## config.mk

```make
export PLATFORM = sky130hd
export DESIGN_NAME = led_pwm_fader
export DESIGN_NICKNAME = d
export VERILOG_FILES = /design/src/rtl/led_pwm_fader.sv
export SDC_FILE = /design/constraint.sdc
export NUM_CORES = 1
export LEC_CHECK = 0
export BUFFER_PORTS_ARGS = -buffer_cell sky130_fd_sc_hd__buf_2
export CAP_MARGIN = 20
export CORE_MARGIN = 8
export CORE_UTILIZATION = 45
export CTS_BUF_LIST = sky130_fd_sc_hd__clkbuf_8 sky130_fd_sc_hd__clkbuf_16
export DETAILED_ROUTE_END_ITERATION = 6
export GPL_TIMING_DRIVEN = 0
export PLACE_DENSITY = 0.72
export RECOVER_POWER = 25
export SLEW_MARGIN = 20
export SYNTH_ARGS = -nofsm -noshare
export SYNTH_HDL_FRONTEND = slang
export SYNTH_SLANG_ARGS = --single-unit
```

## constraint.sdc

```tcl
create_clock -name clk -period 4 [get_ports clk]
set_input_delay 0.2 -clock clk [delete_from_list [all_inputs] [get_ports clk]]
set_output_delay 0.2 -clock clk [all_outputs]
set_load 0.005 [all_outputs]
```

## src/rtl/led_pwm_fader.sv

```systemverilog
// led_pwm_fader: PWM output stage for the status-LED pattern generator.
// Each channel's brightness ramps one step per prescaler tick toward
// full-on or full-off, following the registered target pattern. The
// current brightness is then turned into a PWM drive for the LED pads.
module led_pwm_fader #(
  parameter int N_LED     = 2,
  parameter int PWM_BITS  = 8,
  parameter int STEP_LOG2 = 10
) (
  input  logic                      clk,
  input  logic                      rst_n,
  input  logic                      enable,
  input  logic [N_LED-1:0]          pattern,
  output logic [N_LED-1:0]          led,
  output logic                      busy,
  output logic [N_LED*PWM_BITS-1:0] level
);

  localparam logic [PWM_BITS-1:0]  LEVEL_MAX  = '1;
  localparam logic [PWM_BITS-1:0]  LEVEL_ZERO = '0;
  localparam logic [PWM_BITS-1:0]  LEVEL_ONE  = 1;
  localparam logic [STEP_LOG2-1:0] PRESC_LAST = '1;
  localparam logic [STEP_LOG2-1:0] PRESC_ONE  = 1;

  logic [N_LED-1:0]     target_q;
  logic [STEP_LOG2-1:0] presc_q, presc_d;
  logic [PWM_BITS-1:0]  pwm_q, pwm_d;
  logic [PWM_BITS-1:0]  level_q [N_LED];
  logic [PWM_BITS-1:0]  level_d [N_LED];
  logic [N_LED-1:0]     led_q, led_d;
  logic                 busy_q, busy_d;
  logic                 tick;

  // Prescaler and PWM counter next state; tick marks the last enabled cycle of a step.
  always_comb begin
    presc_d = enable ? (presc_q + PRESC_ONE) : presc_q;
    tick    = enable && (presc_q == PRESC_LAST);
    pwm_d   = pwm_q + LEVEL_ONE;
  end

  // Per-channel saturating ramp, PWM compare and busy flag, all from pre-update values.
  always_comb begin
    busy_d = 1'b0;
    led_d  = '0;
    for (int i = 0; i < N_LED; i++) begin
      level_d[i] = level_q[i];
      if (tick) begin
        if (target_q[i] && (level_q[i] != LEVEL_MAX)) begin
          level_d[i] = level_q[i] + LEVEL_ONE;
        end else if (!target_q[i] && (level_q[i] != LEVEL_ZERO)) begin
          level_d[i] = level_q[i] - LEVEL_ONE;
        end
      end
      if (level_q[i] == LEVEL_MAX) begin
        led_d[i] = 1'b1;
      end else begin
        led_d[i] = (level_q[i] > pwm_q);
      end
      if (target_q[i]) begin
        busy_d = busy_d | (level_q[i] != LEVEL_MAX);
      end else begin
        busy_d = busy_d | (level_q[i] != LEVEL_ZERO);
      end
    end
  end

  // State registers; reset clears everything immediately without a clock.
  always_ff @(posedge clk or negedge rst_n) begin
    if (!rst_n) begin
      target_q <= '0;
      presc_q  <= '0;
      pwm_q    <= '0;
      led_q    <= '0;
      busy_q   <= 1'b0;
      for (int i = 0; i < N_LED; i++) begin
        level_q[i] <= '0;
      end
    end else begin
      target_q <= pattern;
      presc_q  <= presc_d;
      pwm_q    <= pwm_d;
      led_q    <= led_d;
      busy_q   <= busy_d;
      for (int i = 0; i < N_LED; i++) begin
        level_q[i] <= level_d[i];
      end
    end
  end

  assign led  = led_q;
  assign busy = busy_q;

  for (genvar g = 0; g < N_LED; g++) begin : g_level_out
    assign level[g*PWM_BITS +: PWM_BITS] = level_q[g];
  end

endmodule

```

==> impl_metrics.py <==
metrics = {
    "status": {
        "violations": "max-capacitance violations, max-slew violations",
        "status": "finished, violations left",
    },
    "clock_network": {
        "clkSlewWorstSetupHoldPaths_ns": 0.08,
        "cts_sinks": 39,
        "post_cts_resized": 0,
        "worstSkewPairLatency_ns": 0.30,
        "cts_tree": "yes",
        "root_buffer": "clkbuf_8",
        "cts_buffers": 5,
        "cts_max_level": 2,
        "post_cts_buffers": 0,
        "postCtsHoldBufs": 1,
        "cts.path.max_buffers": 2,
    },
    "cells_and_area": {
        "final_cell_mix": "dfrtp_1, ha_1, buf_2, inv_1, xnor2_1",
        "drive_gt1_share_pct": 16.4,
        "design_area_um2": 2850,
        "antenna_cells_inserted": 0,
        "fin_nets": 310,
        "instances_no_fill": 346,
        "syn_to_final_growth_pct": 13.4,
        "final_common_cell": "dfrtp_1",
    },
    "routing": {
        "ant_nets": 0,
        "drt_wl_total_um": 5000,
        "drt_iter0_markers": 75,
        "num_vias": 1907,
        "avgRoutedWirePerCell_um": 14.5,
        "route.detailed.drc": 0,
        "viasPerCell": 5.51,
        "dr.pass1.iters": 4,
    },
    "placement": {
        "io_buffers": 23,
        "place_congestion": 0.787,
        "dp.cells": 336,
        "dp_slack_ns": 1.22,
        "postPlaceCellArea_um2": 2720,
        "dp_hpwl_um": 3680,
    },
    "synth": {
        "syn_area_um2": 2510,
        "yosysTopAreaCellShare_pct": 38.8,
        "async_reset_ff_share_pct": 100,
        "synth_area_per_cell_um2": 10.4,
        "synthFlopType": "dfrtp_1",
        "synth_cell_types": 35,
        "ys_top_cells_by_area": "dfrtp_1, ha_1, xnor2_1",
        "synth-edff-count": 0,
        "synth_sequential_area_ratio_pct": 38.8,
        "synth_top_area_cell": "dfrtp_1",
        "synthCells": 241,
        "syn-num-nets": 278,
        "synth_warnings": 0,
        "synth_seq_cells": 39,
    },
    "critical_path": {
        "cp-start-kind": "flip-flop",
        "cp.required_ns": 4.21,
        "cp_slowest_cell": "or4_4",
        "critical_path.max_fanout": 7,
        "critPathBufInv": 0,
        "end_kind": "flip-flop",
        "path_cells": "nand4_1 -> or4_4 -> nand2_1 -> ha_1 -> nor2b_1 -> o31a_1 -> o21a_1 -> o21a_1 -> o31ai_1",
        "path_common_cell": "o21a_1",
        "crit_family": "simple AND/OR/NAND/NOR gates",
        "worstSetupPathType": "flip-flop to flip-flop",
        "arrival_ns": 3.05,
        "cp_slowest_stage_delay_ns": 0.54,
    },
    "floorplanning": {
        "die_area_um2": 8230,
        "core_um2": 5440,
        "ios": 24,
        "fp-row-count": 27,
        "start_util_pct": 46.2,
        "dieWidth_um": 90.7,
        "chipHeight_um": 90.7,
    },
    "sta": {
        "setup_tns_ns": 0,
        "hold_violations": 0,
        "drv_slew": 40,
        "finalClockSkew_ns": 0.00271,
        "slew-limit-headroom_pct": -39.6,
        "fin_crit_sh_pct": 71.1,
        "final-setup-viol-count": 0,
        "max_freq_mhz": 351,
        "tightest_slew_ns": 2.09,
        "fin_ws_ns": 1.16,
        "fin_crit_ns": 2.84,
        "grt_setup_unrepaired": "false",
    },
    "global_routing": {
        "grt_max_degree": 40,
        "grt_pass1_vias": 2040,
        "grt_pass1_wl_um": 9130,
        "grt_usage_pct": 13.3,
        "grt_overflow": 0,
        "antenna_found_initial": 0,
    },
    "pwr": {
        "p_leak_uw": 0.00143,
        "ir_worst_vdd_v": 0.000268,
        "power_density_nw_per_um2": 318,
    },
    "flow_run": {
        "drv_cap": 1,
    },
    "worst_hold_path": {
        "hold_class": "input port to flip-flop",
    },
}
-- worst register-to-register path: stages, from the launching register on --
cell     delay [ns]
dfrtp_1        0.48
nand4_1        0.15
or4_4          0.54
nand2_1        0.26
ha_1           0.34
nor2b_1        0.16
o31a_1         0.25
o21a_1         0.19
o21a_1         0.17
o31ai_1        0.22
-- path summary, 6_finish.rpt --
path | start | to | slack (ns) | cells past startpoint
worst min register to register | pwm_q[7]$_DFF_PN0_ | pwm_q[7]$_DFF_PN0_ | 0.48 | 1
worst min-delay path | enable | presc_q[0]$_DFFE_PN0P_ | 0.16 | 2
worst max-delay path | level[5]$_DFFE_PN0P_ | level[6]$_DFFE_PN0P_ | 1.16 | 9
max in group asynchronous | rst_n | level[10]$_DFFE_PN0P_ | 2.30 | 1
worst max register to register | level[5]$_DFFE_PN0P_ | level[6]$_DFFE_PN0P_ | 1.16 | 9
min in group asynchronous | rst_n | presc_q[0]$_DFFE_PN0P_ | 0.50 | 1
-- area by class of cell --
type	instances	area, um^2
buffer	2	16.3
clock buffer	5	68.8
clock inverter	3	43.8
fill	503	2590
inverter	18	67.6
multi-input combinational	182	1450
sequential	39	976
tap	72	90.1
timing repair buffer	25	134
-- logic make-up (layout without fill, tap and decap cells) --
family,Yosys count,after routing,share of synthesized area [%]
compound gates,42,42,10.8
mux,13,13,6.23
buf+inv,20,53,3.34
flops,39,39,38.8
xor+xnor,25,25,8.72
simple gates,70,70,15.6
fa+ha+maj,32,32,16.5
-- where the power goes --
part | total, uW | switching (uW) | internal (uW)
Clock | 335 | 149 | 186
Sequential | 467 | 37.6 | 430
Combinational | 103 | 52.7 | 50.5
Total | 905 | 239 | 666
-- cells in the mapped netlist (all sizes together), types with 4 or more instances --
master / count
o21ai: 6
nor4: 4
xnor2: 16
mux2: 9
nand2: 11
inv: 18
nand4: 13
nor2b: 6
xor2: 9
o21a: 6
ha: 30
nor2: 6
dfrtp: 39
nand3: 15
mux2i: 4
nor3: 5
a21o: 4
a21oi: 14
nand2b: 4
-- per-layer routing --
metal	GRT usage, %	part of all wire (%)	vias to the layer above
li1	-	-	939
met1	16.2	49	920
met2	21.4	45	37
met3	4.16	4.0	11
met4	4.99	1.6	0
met5	0	0	-
-- sequential cells by signal (all words and copies together), names as in the netlist --
| register | flops |
|---|---|
| level | 16 |
| presc_q | 10 |
| pwm_q | 8 |
| led | 2 |
| target_q | 2 |
| busy | 1 |
-- metrics by stage --
step | hold slack, ns | utilization (%) | total power, uW
detailed placement | 0.313 | 50.0 | 577
finish | 0.156 | 52.4 | 905
CTS | 0.00000758 | 52.2 | 915
floorplan | -0.0956 | - | 545
global route | 0.160 | 52.4 | 951
global placement | 0.312 | 50.0 | 571
No activity file was read; power rests on OpenSTA's default activity.
